===== config.mk =====
export PLATFORM = sky130hd
export DESIGN_NAME = arbitro_cache_flat
export DESIGN_NICKNAME = d
export VERILOG_FILES = /design/src/rtl/arbitro_cache_if.sv /design/src/rtl/arbitro_cache.sv /design/src/flat_wrapper.sv
export SDC_FILE = /design/constraint.sdc
export NUM_CORES = 1
export LEC_CHECK = 0
export CORE_ASPECT_RATIO = 0.9
export CORE_UTILIZATION = 35
export DETAILED_ROUTE_END_ITERATION = 10
export GPL_TIMING_DRIVEN = 0
export PLACE_DENSITY = 0.66
export SLEW_MARGIN = 0
export SYNTH_ARGS = -nofsm -noshare
export SYNTH_HDL_FRONTEND = slang
export SYNTH_SLANG_ARGS = --single-unit

===== constraint.sdc =====
create_clock -name clock -period 1.5 [get_ports clock]
set_input_delay 0.225 -clock clock [delete_from_list [all_inputs] [get_ports clock]]
set_output_delay 0.225 -clock clock [all_outputs]
set_load 0.01 [all_outputs]

===== src/rtl/arbitro_cache_if.sv =====
// Signal bundle between the two CPU requesters, the shared memoriaCache port
// and the arbiter. Names follow the cache block's own naming.
interface arbitro_cache_if;
    // Handshake: a requester holds reqN with stable fields until the edge that
    // raises gntN. After that edge the fields may change freely. The requester
    // then waits for the one-cycle doneN pulse; rdata is valid while doneN is high.
    logic       req0;
    logic       req1;
    logic       wren0;
    logic       wren1;
    logic [2:0] data0;
    logic [2:0] data1;
    logic [4:0] address0;
    logic [4:0] address1;
    logic       gnt0;
    logic       gnt1;
    logic       done0;
    logic       done1;
    logic [2:0] rdata;
    logic       busy;

    logic       cacheWren;
    logic [2:0] cacheData;
    logic [4:0] cacheAddress;
    logic       hit;
    logic       writeBack;
    logic [2:0] dadoParaCPU;

    logic [7:0] hitCount;
    logic [7:0] missCount;
    logic [2:0] state;

    modport master (
        output req0, req1, wren0, wren1, data0, data1, address0, address1,
        output hit, writeBack, dadoParaCPU,
        input  gnt0, gnt1, done0, done1, rdata, busy,
        input  cacheWren, cacheData, cacheAddress, hitCount, missCount, state
    );

    modport slave (
        input  req0, req1, wren0, wren1, data0, data1, address0, address1,
        input  hit, writeBack, dadoParaCPU,
        output gnt0, gnt1, done0, done1, rdata, busy,
        output cacheWren, cacheData, cacheAddress, hitCount, missCount, state
    );
endinterface


===== src/rtl/arbitro_cache.sv =====
// Round-robin arbiter that sequences one CPU access at a time through the
// single memoriaCache port, with saturating hit/miss statistics.
module arbitro_cache #(
    parameter int ACC_CYCLES  = 2,
    parameter int MISS_CYCLES = 2,
    parameter int WB_CYCLES   = 2
) (
    input  logic           clock,
    input  logic           reset_n,
    arbitro_cache_if.slave bus
);

    typedef enum logic [2:0] {
        IDLE   = 3'd0,
        ACESSO = 3'd1,
        WBACK  = 3'd2,
        FALHA  = 3'd3,
        RESP   = 3'd4
    } state_t;

    localparam logic [2:0] ACC_LOAD  = 3'(ACC_CYCLES - 1);
    localparam logic [2:0] MISS_LOAD = 3'(MISS_CYCLES - 1);
    localparam logic [2:0] WB_LOAD   = 3'(WB_CYCLES - 1);

    state_t     state_q, state_d;
    logic [2:0] cnt_q, cnt_d;
    logic       last_grant_q, last_grant_d;
    logic       owner_q, owner_d;
    logic       gnt0_q, gnt0_d;
    logic       gnt1_q, gnt1_d;
    logic       done0_q, done0_d;
    logic       done1_q, done1_d;
    logic       wren_q, wren_d;
    logic [2:0] data_q, data_d;
    logic [4:0] addr_q, addr_d;
    logic [2:0] rdata_q, rdata_d;
    logic [7:0] hit_cnt_q, hit_cnt_d;
    logic [7:0] miss_cnt_q, miss_cnt_d;
    logic       pick;

    function automatic logic [7:0] sat_inc(input logic [7:0] v);
        return (v == 8'hFF) ? v : v + 8'd1;
    endfunction

    // 1 selects CPU1; on a tie the port that did not win last time goes first
    assign pick = (bus.req0 && bus.req1) ? ~last_grant_q : bus.req1;

    always_ff @(posedge clock or negedge reset_n) begin
        if (!reset_n) begin
            state_q      <= IDLE;
            cnt_q        <= 3'd0;
            last_grant_q <= 1'b1;
            owner_q      <= 1'b0;
            gnt0_q       <= 1'b0;
            gnt1_q       <= 1'b0;
            done0_q      <= 1'b0;
            done1_q      <= 1'b0;
            wren_q       <= 1'b0;
            data_q       <= 3'd0;
            addr_q       <= 5'd0;
            rdata_q      <= 3'd0;
            hit_cnt_q    <= 8'd0;
            miss_cnt_q   <= 8'd0;
        end else begin
            state_q      <= state_d;
            cnt_q        <= cnt_d;
            last_grant_q <= last_grant_d;
            owner_q      <= owner_d;
            gnt0_q       <= gnt0_d;
            gnt1_q       <= gnt1_d;
            done0_q      <= done0_d;
            done1_q      <= done1_d;
            wren_q       <= wren_d;
            data_q       <= data_d;
            addr_q       <= addr_d;
            rdata_q      <= rdata_d;
            hit_cnt_q    <= hit_cnt_d;
            miss_cnt_q   <= miss_cnt_d;
        end
    end

    always_comb begin
        state_d      = state_q;
        cnt_d        = cnt_q;
        last_grant_d = last_grant_q;
        owner_d      = owner_q;
        gnt0_d       = gnt0_q;
        gnt1_d       = gnt1_q;
        done0_d      = 1'b0;
        done1_d      = 1'b0;
        wren_d       = wren_q;
        data_d       = data_q;
        addr_d       = addr_q;
        rdata_d      = rdata_q;
        hit_cnt_d    = hit_cnt_q;
        miss_cnt_d   = miss_cnt_q;

        case (state_q)
            IDLE: begin
                // The grant stays up through the done cycle and drops here,
                // on the same edge that may hand the cache to the other port.
                gnt0_d = 1'b0;
                gnt1_d = 1'b0;
                if (bus.req0 || bus.req1) begin
                    owner_d = pick;
                    gnt0_d  = ~pick;
                    gnt1_d  = pick;
                    wren_d  = pick ? bus.wren1    : bus.wren0;
                    data_d  = pick ? bus.data1    : bus.data0;
                    addr_d  = pick ? bus.address1 : bus.address0;
                    cnt_d   = ACC_LOAD;
                    state_d = ACESSO;
                end
            end

            ACESSO: begin
                if (cnt_q == 3'd0) begin
                    if (bus.hit) begin
                        rdata_d   = bus.dadoParaCPU;
                        hit_cnt_d = sat_inc(hit_cnt_q);
                        wren_d    = 1'b0;
                        state_d   = RESP;
                    end else begin
                        miss_cnt_d = sat_inc(miss_cnt_q);
                        if (bus.writeBack) begin
                            cnt_d   = WB_LOAD;
                            state_d = WBACK;
                        end else begin
                            cnt_d   = MISS_LOAD;
                            state_d = FALHA;
                        end
                    end
                end else begin
                    cnt_d = cnt_q - 3'd1;
                end
            end

            WBACK: begin
                if (cnt_q == 3'd0) begin
                    cnt_d   = MISS_LOAD;
                    state_d = FALHA;
                end else begin
                    cnt_d = cnt_q - 3'd1;
                end
            end

            FALHA: begin
                if (cnt_q == 3'd0) begin
                    rdata_d = bus.dadoParaCPU;
                    wren_d  = 1'b0;
                    state_d = RESP;
                end else begin
                    cnt_d = cnt_q - 3'd1;
                end
            end

            RESP: begin
                done0_d      = ~owner_q;
                done1_d      = owner_q;
                last_grant_d = owner_q;
                wren_d       = 1'b0;
                state_d      = IDLE;
            end

            default: begin
                state_d = IDLE;
                gnt0_d  = 1'b0;
                gnt1_d  = 1'b0;
                wren_d  = 1'b0;
            end
        endcase
    end

    assign bus.gnt0         = gnt0_q;
    assign bus.gnt1         = gnt1_q;
    assign bus.done0        = done0_q;
    assign bus.done1        = done1_q;
    assign bus.rdata        = rdata_q;
    assign bus.busy         = (state_q != IDLE);
    assign bus.cacheWren    = wren_q;
    assign bus.cacheData    = data_q;
    assign bus.cacheAddress = addr_q;
    assign bus.hitCount     = hit_cnt_q;
    assign bus.missCount    = miss_cnt_q;
    assign bus.state        = state_q;

endmodule


===== src/flat_wrapper.sv =====
// flat-port wrapper written by rule: the top's interface ports become plain ports
module arbitro_cache_flat 
#(
    parameter int ACC_CYCLES  = 2,
    parameter int MISS_CYCLES = 2,
    parameter int WB_CYCLES   = 2
)
  (clock, reset_n, bus_req0, bus_req1, bus_wren0, bus_wren1, bus_data0, bus_data1, bus_address0, bus_address1, bus_hit, bus_writeBack, bus_dadoParaCPU, bus_gnt0, bus_gnt1, bus_done0, bus_done1, bus_rdata, bus_busy, bus_cacheWren, bus_cacheData, bus_cacheAddress, bus_hitCount, bus_missCount, bus_state);
  arbitro_cache_if bus_i ();
  input  logic clock;
  input  logic reset_n;
  input wire logic [$bits(bus_i.req0)-1:0] bus_req0;
  input wire logic [$bits(bus_i.req1)-1:0] bus_req1;
  input wire logic [$bits(bus_i.wren0)-1:0] bus_wren0;
  input wire logic [$bits(bus_i.wren1)-1:0] bus_wren1;
  input wire logic [$bits(bus_i.data0)-1:0] bus_data0;
  input wire logic [$bits(bus_i.data1)-1:0] bus_data1;
  input wire logic [$bits(bus_i.address0)-1:0] bus_address0;
  input wire logic [$bits(bus_i.address1)-1:0] bus_address1;
  input wire logic [$bits(bus_i.hit)-1:0] bus_hit;
  input wire logic [$bits(bus_i.writeBack)-1:0] bus_writeBack;
  input wire logic [$bits(bus_i.dadoParaCPU)-1:0] bus_dadoParaCPU;
  output wire logic [$bits(bus_i.gnt0)-1:0] bus_gnt0;
  output wire logic [$bits(bus_i.gnt1)-1:0] bus_gnt1;
  output wire logic [$bits(bus_i.done0)-1:0] bus_done0;
  output wire logic [$bits(bus_i.done1)-1:0] bus_done1;
  output wire logic [$bits(bus_i.rdata)-1:0] bus_rdata;
  output wire logic [$bits(bus_i.busy)-1:0] bus_busy;
  output wire logic [$bits(bus_i.cacheWren)-1:0] bus_cacheWren;
  output wire logic [$bits(bus_i.cacheData)-1:0] bus_cacheData;
  output wire logic [$bits(bus_i.cacheAddress)-1:0] bus_cacheAddress;
  output wire logic [$bits(bus_i.hitCount)-1:0] bus_hitCount;
  output wire logic [$bits(bus_i.missCount)-1:0] bus_missCount;
  output wire logic [$bits(bus_i.state)-1:0] bus_state;
  assign bus_i.req0 = bus_req0;
  assign bus_i.req1 = bus_req1;
  assign bus_i.wren0 = bus_wren0;
  assign bus_i.wren1 = bus_wren1;
  assign bus_i.data0 = bus_data0;
  assign bus_i.data1 = bus_data1;
  assign bus_i.address0 = bus_address0;
  assign bus_i.address1 = bus_address1;
  assign bus_i.hit = bus_hit;
  assign bus_i.writeBack = bus_writeBack;
  assign bus_i.dadoParaCPU = bus_dadoParaCPU;
  assign bus_gnt0 = bus_i.gnt0;
  assign bus_gnt1 = bus_i.gnt1;
  assign bus_done0 = bus_i.done0;
  assign bus_done1 = bus_i.done1;
  assign bus_rdata = bus_i.rdata;
  assign bus_busy = bus_i.busy;
  assign bus_cacheWren = bus_i.cacheWren;
  assign bus_cacheData = bus_i.cacheData;
  assign bus_cacheAddress = bus_i.cacheAddress;
  assign bus_hitCount = bus_i.hitCount;
  assign bus_missCount = bus_i.missCount;
  assign bus_state = bus_i.state;
  arbitro_cache #(.ACC_CYCLES(ACC_CYCLES), .MISS_CYCLES(MISS_CYCLES), .WB_CYCLES(WB_CYCLES)) u_core (.clock(clock), .reset_n(reset_n), .bus(bus_i));
endmodule

==> impl_metrics.json, run 1 <==
{
  "ff_latch_area_um2": 1000,
  "timing.critical_path.required_ns": 1.67,
  "slew-limit-headroom_pct": 65.6,
  "layout_worst_path_cycle_share_pct": 116,
  "area_of_the_multi_input_gates_um2": 1060,
  "worst_clk_skew_ns": 0.00967,
  "pwr_density_cell_nw_per_um2": 1730,
  "power.static_leakage_nw": 1.58,
  "ys_top_cells_by_area": "sky130_fd_sc_hd__dfrtp_1 (50%), sky130_fd_sc_hd__mux2i_1 (6.2%), sky130_fd_sc_hd__mux2_2 (4.6%), sky130_fd_sc_hd__nand2_1 (4.3%), sky130_fd_sc_hd__o21ai_0 (4.1%)",
  "drc_errors": 0,
  "fp.dieArea_um2": 5840,
  "crit_fanout": 4,
  "power.ir.vdd_worst_v": 0.000883,
  "count_of_final_max_slew_check_failures": 0,
  "layout-area-overhead-vs-synth_pct": 67.5,
  "wire_length_of_the_first_global_routing_pass_mm": 7.38,
  "setup.worst_path.start_class": "flip-flop",
  "netlist.area_leader.share_pct": 50.3,
  "worst-endpoint-arrival_ns": 1.92,
  "worst_hold_slack_ns": 0.446,
  "grt_pass1_vias": 1547,
  "design.core.area_um2": 5290,
  "initial_core_util_pct": 36.7,
  "wl_mm": 4.92,
  "synth.top_cells.by_count": "sky130_fd_sc_hd__dfrtp_1 (39), sky130_fd_sc_hd__nand2_1 (22), sky130_fd_sc_hd__o21ai_0 (16)",
  "finalHoldViolations": 0,
  "synth-warning-count": 0,
  "final_layout_size_suffix_gt1_share_pct": 27.2,
  "final.fill_count": 435,
  "post-route-min-period_ns": 1.75,
  "drtIter0Drc": 62,
  "drv_cap": 0,
  "num_rows": 25,
  "cts_tree": "done",
  "m1WireLength_mm": 2.30,
  "dr_wl_met3_um": 155,
  "synthDominantAreaCellType": "sky130_fd_sc_hd__dfrtp_1",
  "post_synth_num_cell_types": 41,
  "maximum_number_of_pins_on_one_net_before_global_route_repair": 22,
  "grt_antenna_before_repair": 0,
  "dp_hpwl_mm": 3.12,
  "synth_async_sr_flop_share_pct": 100,
  "cp_slowest_stage_delay_ns": 0.41,
  "placement.cell_area_um2": 2680,
  "worst_pin_slew_ns": 0.517,
  "hold_path.class": "in -> async",
  "num_vias": 1734,
  "finalSetupViolations": 20,
  "timing.critical_path.slowest_stage_cell": "sky130_fd_sc_hd__dfrtp_1",
  "tritoncts.num_buffers": 5,
  "grt_util_all_layers_pct": 16.6,
  "rsz0062_at_grt": "true",
  "max_freq_ghz": 0.572,
  "critical_path.top_delay_family": "simple AND/OR/NAND/NOR gates",
  "top_level_ports": 63,
  "clk_latency_ns": 0.29,
  "first_drt_pass_iteration_count": 4,
  "final_worst_slack_ns": -0.247,
  "detailroute.wirelength.met2_mm": 2.38,
  "postSynthNetCount": 215,
  "gr-total-overflow": 0,
  "synth-edff-count": 0,
  "ys_dominant_reg_cell": "sky130_fd_sc_hd__dfrtp_1",
  "synth.most_common_cell": "sky130_fd_sc_hd__dfrtp_1",
  "dr.max_layer_used": "met4",
  "run_status": "complete, but fails checks",
  "setup.worst_path.class": "reg -> reg",
  "clkSinkCount": 40,
  "fp.dieW_um": 80.5,
  "finish.net_count": 313,
  "finalWeightedCongestion": 0.788,
  "post_synth_instance_area_um2": 1940,
  "place.port_buffers": 62,
  "die_y_um": 72.6,
  "critical_path.cell_chain": "inv_2 -> ha_4 -> and4bb_1 -> nand3b_1 -> nor3_2 -> mux2_4",
  "synth_sequential_area_ratio_pct": 51.7,
  "final_area_um2": 3250,
  "cts-root-to-sink-buffers": 2,
  "cts.clk_slew.worst_paths_ns": 0.08,
  "critical_path_buf_inv_count": 1,
  "synth_instances": 184,
  "vias_per_cell": 4.95,
  "synth.ff_latch_count": 40,
  "buffer_type_at_the_clock_tree_root": "sky130_fd_sc_hd__clkbuf_8",
  "antenna-diode-count": 0,
  "critical_path_endpoint_category": "flip-flop",
  "clock_tree.htree_level_count": 2,
  "ant_nets": 0,
  "violations": "setup timing",
  "routed_wire_length_per_instance_um": 14.0,
  "avgSynthCellArea_um2": 10.5
}
==> worst paths after layout <==
path	from	end	slack, ns	depth (start not counted)
setup / recovery	u_core.cnt_q[0]	u_core.bus.hitCount[7]	-0.25	6
hold / removal	reset_n	u_core.bus.cacheWren	0.45	2
setup reg to reg	u_core.cnt_q[0]	u_core.bus.hitCount[7]	-0.25	6
hold reg to reg	u_core.owner_q	u_core.bus.done0	0.47	1
max in group asynchronous	reset_n	u_core.bus.missCount[7]	0.58	3
min in group clock	u_core.owner_q	u_core.bus.done0	0.47	1
==> logic make-up (layout without fill, tap and decap cells) <==
| logic type | count (synthesis) | in the layout | share of synthesized area (%) |
|---|---|---|---|
| flops | 40 | 40 | 51.7 |
| xor+xnor | 6 | 6 | 2.71 |
| compound gates | 34 | 35 | 10.4 |
| simple gates | 68 | 68 | 18.9 |
| mux | 20 | 20 | 10.8 |
| fa+ha+maj | 4 | 4 | 2.58 |
| buf+inv | 12 | 110 | 2.90 |
==> placed cells by master, fill, tap and decap left out, types with 4 or more instances in the layout <==
cell	synthesis	layout
sky130_fd_sc_hd__clkbuf_8	0	7
sky130_fd_sc_hd__nor2_1	8	5
sky130_fd_sc_hd__inv_1	6	4
sky130_fd_sc_hd__a21oi_1	6	6
sky130_fd_sc_hd__xor2_1	4	4
sky130_fd_sc_hd__mux2i_1	12	12
sky130_fd_sc_hd__buf_4	2	22
sky130_fd_sc_hd__nand2_1	22	22
sky130_fd_sc_hd__and3_1	6	6
sky130_fd_sc_hd__dlymetal6s2s_1	0	10
sky130_fd_sc_hd__clkdlybuf4s50_1	0	47
sky130_fd_sc_hd__dfrtp_1	39	39
sky130_fd_sc_hd__buf_6	0	10
sky130_fd_sc_hd__o21ai_0	16	12
sky130_fd_sc_hd__mux2_4	0	6
sky130_fd_sc_hd__nand3_1	6	5
==> sequential cells by signal, summed over array words and instances (netlist names) <==
signal / cells
u_core.bus.gnt0: 1
u_core.bus.rdata: 3
u_core.bus.state: 3
u_core.bus.cacheWren: 1
u_core.owner_q: 1
u_core.bus.cacheAddress: 5
u_core.last_grant_q: 1
u_core.cnt_q: 3
u_core.bus.gnt1: 1
u_core.bus.done1: 1
u_core.bus.missCount: 8
u_core.bus.done0: 1
u_core.bus.hitCount: 8
u_core.bus.cacheData: 3
==> layer usage <==
layer  GRT usage, %  up-vias
li1               -      853
met1           22.7      836
met2           26.0       36
met3           3.50        9
met4           5.95        0
met5              0        -
==> per-stage QoR <==
stage	setup WS (ns)	TNS, ns	power, mW	std cells	util [%]
floorplan	-0.141	-0.486	2.91	184	-
global placement	-0.862	-42.87	3.88	313	50.3
detailed placement	-0.585	-9.71	3.93	314	50.7
CTS	-0.255	-1.42	5.20	331	56.7
global route	-0.354	-4.23	6.00	350	61.5
finish	-0.247	-2.41	5.61	350	61.5
==> worst reg2reg max path, delay by kind of cell, from the launching register on <==
family / cells / cell delay, ns
fa+ha+maj: 1 / 0.13
buf+inv: 1 / 0.09
flops: 1 / 0.41
mux: 1 / 0.32
simple gates: 3 / 0.69
==> area by class of cell <==
| class | count | area share (%) |
|---|---|---|
| Multi-Input combinational cell | 133 | 32.7 |
| Clock inverter | 1 | 0.924 |
| Timing Repair Buffer | 90 | 27.5 |
| Tap cell | 67 | 2.58 |
| Buffer | 6 | 1.85 |
| Inverter | 6 | 0.693 |
| Sequential cell | 40 | 30.8 |
| Clock buffer | 7 | 2.96 |
==> power breakdown <==
| part | internal (mW) | switching, mW |
|---|---|---|
| clock | 0.587 | 0.367 |
| combinational | 1.61 | 1.29 |
| sequential | 1.47 | 0.288 |
==> timing repair <==
action	CTS	global route
resized for setup	38	33
endpoints found under the setup margin	34	41
buffers inserted	8	16
hold buffers	1	0
pin swaps	9	6
gates cloned	0	3
endpoints found under the hold margin	19	0
Power figures use the tool's default switching activity.
==> run 2, diff against run 1 <==
- PLACE_DENSITY: 0.66 -> 0.64
==> impl_metrics.json, run 2 (synthesized netlist as in run 1, its figures left out) <==
{
  "run_status": "complete, but fails checks",
  "violations": "setup timing",
  "instances_no_fill": 355,
  "drtIter0Drc": 54,
  "drv_cap": 0,
  "setup.worst_path.class": "reg -> reg",
  "top_level_ports": 63,
  "worst_hold_slack_ns": 0.340,
  "timing.critical_path.required_ns": 1.69,
  "num_rows": 25,
  "critical_path_endpoint_category": "flip-flop",
  "clock_tree.htree_level_count": 2,
  "post-route-min-period_ns": 1.73,
  "ff_latch_area_um2": 1000,
  "timing.rr.start": "u_core.cnt_q[0]",
  "worst_pin_slew_ns": 0.326,
  "timing.rr.end": "u_core.bus.missCount[5]",
  "swShare_pct": 35.2,
  "count_of_final_max_slew_check_failures": 0,
  "grt_pass1_vias": 1665,
  "finalHoldViolations": 0,
  "cts-root-to-sink-buffers": 2,
  "gr-total-overflow": 0,
  "fp.dieW_um": 80.5,
  "post-place-cells": 314,
  "most_frequent_cells_in_the_layout": "sky130_fd_sc_hd__clkdlybuf4s50_1 (43), sky130_fd_sc_hd__dfrtp_1 (39), sky130_fd_sc_hd__buf_4 (28)",
  "worst_clk_skew_ns": 0.00905,
  "final.fill_count": 436,
  "antenna-diode-count": 0,
  "power.ir.vdd_worst_v": 0.000835,
  "pwr_density_cell_nw_per_um2": 1730,
  "crit_fanout": 3,
  "finalSetupViolations": 18,
  "finish.net_count": 318,
  "cts.clk_slew.worst_paths_ns": 0.08,
  "pwr-share-comb_pct": 52.6,
  "slew-limit-headroom_pct": 78.3,
  "max_freq_ghz": 0.577,
  "num_vias": 1776,
  "grt_util_all_layers_pct": 16.7,
  "grt_antenna_before_repair": 0,
  "routed_wire_length_per_instance_um": 14.3,
  "final_layout_size_suffix_gt1_share_pct": 32.6,
  "hold_path.class": "in -> async",
  "fp.dieArea_um2": 5840,
  "setup.worst_path.start_class": "flip-flop",
  "clk_latency_ns": 0.30,
  "clock_power_share_pct": 17.1,
  "util_after_layout_pct": 62.7,
  "power.static_leakage_nw": 1.60,
  "first_drt_pass_iteration_count": 4,
  "finalWeightedCongestion": 0.792,
  "vias_per_cell": 5.00,
  "initial_core_util_pct": 36.7,
  "worst-endpoint-arrival_ns": 1.92,
  "layout_worst_path_cycle_share_pct": 115,
  "area_of_the_multi_input_gates_um2": 1090,
  "die_y_um": 72.6,
  "layout-area-overhead-vs-synth_pct": 71.0,
  "clkSinkCount": 40,
  "p_sw_mw": 2.02,
  "rsz0062_at_grt": "true",
  "place.port_buffers": 62,
  "buffer_type_at_the_clock_tree_root": "sky130_fd_sc_hd__clkbuf_8",
  "setup.reg_to_reg.worst_slack_ns": -0.23,
  "ant_nets": 0,
  "rr_worst_depth": 6,
  "tritoncts.num_buffers": 5,
  "power.total_mw": 5.73,
  "dp_hpwl_mm": 3.14,
  "drc_errors": 0,
  "layout_commonest_cell": "sky130_fd_sc_hd__clkdlybuf4s50_1",
  "cts_tree": "done",
  "wire_length_of_the_first_global_routing_pass_mm": 7.42,
  "pwr-share-seq_pct": 30.3,
  "design.core.area_um2": 5290,
  "maximum_number_of_pins_on_one_net_before_global_route_repair": 29,
  "intPower_mw": 3.71,
  "final_worst_slack_ns": -0.232,
  "wl_mm": 5.08
}
## run 2: cell count changes in the layout (fill, tap and decap cells not counted), sizes merged
cell,before,now
dlygate4sd2,2,4
clkdlybuf4s50,47,43
o21ai,18,17
buf,36,44
## run 2: layer usage
layer  part of all wire [%]  vias up  global-route usage [%]
met1                     47      865                    22.6
met3                    4.1        7                    5.25
met5                      0        -                       0
met4                    1.6        0                    6.94
met2                     47       46                    24.7
li1                       -      858                       -
## run 2: power groups by stage
stage	registers, mW	clock network, mW	logic, mW
2_1_floorplan	1.87	0	1.04
3_3_place_gp	1.75	0	2.15
3_5_place_dp	1.75	0	2.19
4_1_cts	1.73	1.00	2.48
5_1_grt	1.78	1.04	3.26
6_report	1.74	0.983	3.02
## run 2: per-stage QoR
stage	instance area [um^2]	setup TNS [ns]	setup slack [ns]
global placement	2660	-42.76	-0.871
floorplan	1960	-0.486	-0.141
detailed placement	2680	-8.76	-0.488
global route	3320	-3.53	-0.296
finish	3320	-1.92	-0.232
CTS	3020	-1.68	-0.211
## run 2: final cells by class
cell class / count / share of cell area, %
Timing Repair Buffer: 96 / 27.7
Sequential cell: 40 / 30.2
Tap cell: 67 / 2.53
Clock buffer: 7 / 2.90
Buffer: 6 / 2.15
Clock inverter: 1 / 0.905
Multi-Input combinational cell: 132 / 32.9
Inverter: 6 / 0.679
## run 2: how the worst max path moves through the flow
stage	from	to	cells after the start
4_1_cts	u_core.cnt_q[0]	u_core.bus.missCount[5]	6
2_1_floorplan	u_core.cnt_q[0]	u_core.bus.hitCount[7]	6
3_3_place_gp	reset_n	u_core.bus.rdata[2]	1
3_5_place_dp	bus_req1	u_core.bus.cacheData[0]	5
5_1_grt	u_core.cnt_q[0]	u_core.bus.missCount[5]	6
6_report	u_core.cnt_q[0]	u_core.bus.missCount[5]	6
## run 2: critical path, stage by stage (launching register included)
cell                       delay, ns
sky130_fd_sc_hd__dfrtp_1        0.40
sky130_fd_sc_hd__inv_2          0.09
sky130_fd_sc_hd__ha_4           0.14
sky130_fd_sc_hd__and4bb_1       0.25
sky130_fd_sc_hd__nand3_2        0.10
sky130_fd_sc_hd__or4b_4         0.51
sky130_fd_sc_hd__xnor2_1        0.13
## run 2: repair_timing
action | CTS | global route
cloned | 0 | 1
pin swaps | 12 | 9
gates resized for setup | 41 | 44
buffers inserted | 11 | 20
hold buffers | 1 | 0
setup endpoints to repair | 39 | 41
endpoints found under the hold margin | 12 | 0
==> run 3, diff against run 2 <==
- MAX_ROUTING_LAYER: default -> met4
==> impl_metrics.json, run 3 (synthesized netlist as in run 1, its figures left out) <==
{
  "dr_wl_met3_um": 206,
  "instances_no_fill": 355,
  "critical_path_endpoint_category": "flip-flop",
  "most_frequent_cells_in_the_layout": "sky130_fd_sc_hd__clkdlybuf4s50_1 (43), sky130_fd_sc_hd__dfrtp_1 (39), sky130_fd_sc_hd__buf_4 (28)",
  "pwr-share-comb_pct": 52.6,
  "ant_nets": 0,
  "m1WireLength_mm": 2.38,
  "wl_mm": 5.08,
  "layout_worst_path_cycle_share_pct": 116,
  "gr-total-overflow": 0,
  "worst_pin_slew_ns": 0.326,
  "fp.dieW_um": 80.5,
  "wire_length_of_the_first_global_routing_pass_mm": 7.40,
  "grt_antenna_before_repair": 0,
  "grt_pass1_vias": 1666,
  "rr_worst_depth": 6,
  "slew-limit-headroom_pct": 78.3,
  "tritoncts.num_buffers": 5,
  "layout-area-overhead-vs-synth_pct": 71.0,
  "worst_clk_skew_ns": 0.00886,
  "design.core.area_um2": 5290,
  "finalWeightedCongestion": 0.803,
  "power.ir.vdd_worst_v": 0.000837,
  "timing.critical_path.required_ns": 1.69,
  "dr.max_layer_used": "met4",
  "pwr-share-seq_pct": 30.3,
  "cts.clk_slew.worst_paths_ns": 0.08,
  "violations": "setup timing",
  "critical_path_buf_inv_count": 1,
  "clkSinkCount": 40,
  "drv_cap": 0,
  "intPower_mw": 3.72,
  "setup.worst_path.class": "reg -> reg",
  "top_level_ports": 63,
  "detailroute.wirelength.met2_mm": 2.41,
  "setup.reg_to_reg.worst_slack_ns": -0.23,
  "cp_num_cells": 6,
  "buffer_type_at_the_clock_tree_root": "sky130_fd_sc_hd__clkbuf_8",
  "dp_hpwl_mm": 3.14,
  "finalHoldViolations": 0,
  "util_after_layout_pct": 62.7,
  "startpoint": "u_core.cnt_q[0]",
  "clock_tree.htree_level_count": 2,
  "max_freq_ghz": 0.577,
  "placement.cell_area_um2": 2680,
  "cts_tree": "done",
  "timing.rr.start": "u_core.cnt_q[0]",
  "timing.critical_path.slowest_stage_cell": "sky130_fd_sc_hd__or4b_4",
  "drc_errors": 0,
  "p_sw_mw": 2.02,
  "final_layout_size_suffix_gt1_share_pct": 32.6,
  "finalSetupViolations": 18,
  "maximum_number_of_pins_on_one_net_before_global_route_repair": 29,
  "cts-root-to-sink-buffers": 2,
  "count_of_final_max_slew_check_failures": 0,
  "final.fill_count": 436,
  "post-place-cells": 314,
  "power.static_leakage_nw": 1.60,
  "clk_latency_ns": 0.30,
  "initial_core_util_pct": 36.7,
  "worst_hold_slack_ns": 0.342,
  "crit_fanout": 3,
  "die_y_um": 72.6,
  "antenna-diode-count": 0,
  "pwr_density_cell_nw_per_um2": 1730,
  "layout_commonest_cell": "sky130_fd_sc_hd__clkdlybuf4s50_1",
  "num_vias": 1774,
  "first_drt_pass_iteration_count": 4,
  "grt_util_all_layers_pct": 17.1,
  "timing.rr.end": "u_core.bus.missCount[5]",
  "critical_path.top_delay_family": "simple AND/OR/NAND/NOR gates",
  "place.port_buffers": 62,
  "setup.worst_path.start_class": "flip-flop",
  "hold_path.class": "in -> async",
  "num_rows": 25,
  "swShare_pct": 35.2,
  "run_status": "complete, but fails checks",
  "final_worst_slack_ns": -0.233,
  "post-route-min-period_ns": 1.73,
  "drtIter0Drc": 55,
  "cp_slowest_stage_delay_ns": 0.51,
  "rsz0062_at_grt": "true",
  "clock_power_share_pct": 17.1,
  "vias_per_cell": 5.00,
  "critical_path.cell_chain": "inv_2 -> ha_4 -> and4bb_1 -> nand3_2 -> or4b_4 -> xnor2_1",
  "fp.dieArea_um2": 5840,
  "worst-endpoint-arrival_ns": 1.92,
  "routed_wire_length_per_instance_um": 14.3,
  "finish.net_count": 318,
  "final_area_um2": 3320
}
[run 3: cell counts in the layout (fill, tap and decap cells not counted)]
No cell type changed its count.
[run 3: metrics by stage]
step	setup TNS (ns)	setup slack, ns	total power, mW
finish	-1.86	-0.233	5.74
global route	-3.53	-0.297	6.08
CTS	-1.68	-0.211	5.20
detailed placement	-8.76	-0.488	3.94
global placement	-42.76	-0.871	3.90
floorplan	-0.486	-0.141	2.91
[run 3: worst reg2reg max path, delay by kind of cell (launching register included)]
family,cells,cell delay (ns)
simple gates,3,0.86
fa+ha+maj,1,0.14
flops,1,0.40
buf+inv,1,0.09
xor+xnor,1,0.13
[run 3: power groups by stage]
stage / registers (mW) / logic (mW) / clock network [mW]
global placement: 1.75 / 2.15 / 0
finish: 1.74 / 3.02 / 0.980
floorplan: 1.87 / 1.04 / 0
detailed placement: 1.75 / 2.19 / 0
CTS: 1.73 / 2.48 / 1.00
global route: 1.78 / 3.26 / 1.04
[run 3: metal layers]
metal / up-vias / global-route usage, %
li1: 855 / -
met1: 868 / 22.3
met2: 44 / 24.9
met3: 7 / 5.25
met4: 0 / 6.94
met5: - / -
[run 3: timing repair]
action / 4_1_cts / 5_1_grt
setup buffers: 11 / 20
pin swaps: 12 / 9
hold endpoints to repair: 12 / 0
hold buffers: 1 / 0
endpoints found under the setup margin: 39 / 41
gates resized for setup: 41 / 44
gates cloned: 0 / 1
[run 3: layout make-up]
| type | instances | area (um^2) | area share, % |
|---|---|---|---|
| Timing Repair Buffer | 96 | 920 | 27.7 |
| Buffer | 6 | 71.3 | 2.15 |
| Tap cell | 67 | 83.8 | 2.53 |
| Clock inverter | 1 | 30.0 | 0.905 |
| Multi-Input combinational cell | 132 | 1090 | 32.9 |
| Inverter | 6 | 22.5 | 0.679 |
| Sequential cell | 40 | 1000 | 30.2 |
| Clock buffer | 7 | 96.3 | 2.90 |
[run 3: worst max-delay path by stage]
stage | slack, ns | endpoint
after floorplan | -0.14 | u_core.bus.hitCount[7]
after global placement | -0.87 | u_core.bus.rdata[2]
after detailed placement | -0.49 | u_core.bus.cacheData[0]
after CTS | -0.21 | u_core.bus.missCount[5]
after global routing | -0.30 | u_core.bus.hitCount[7]
final | -0.23 | u_core.bus.missCount[5]
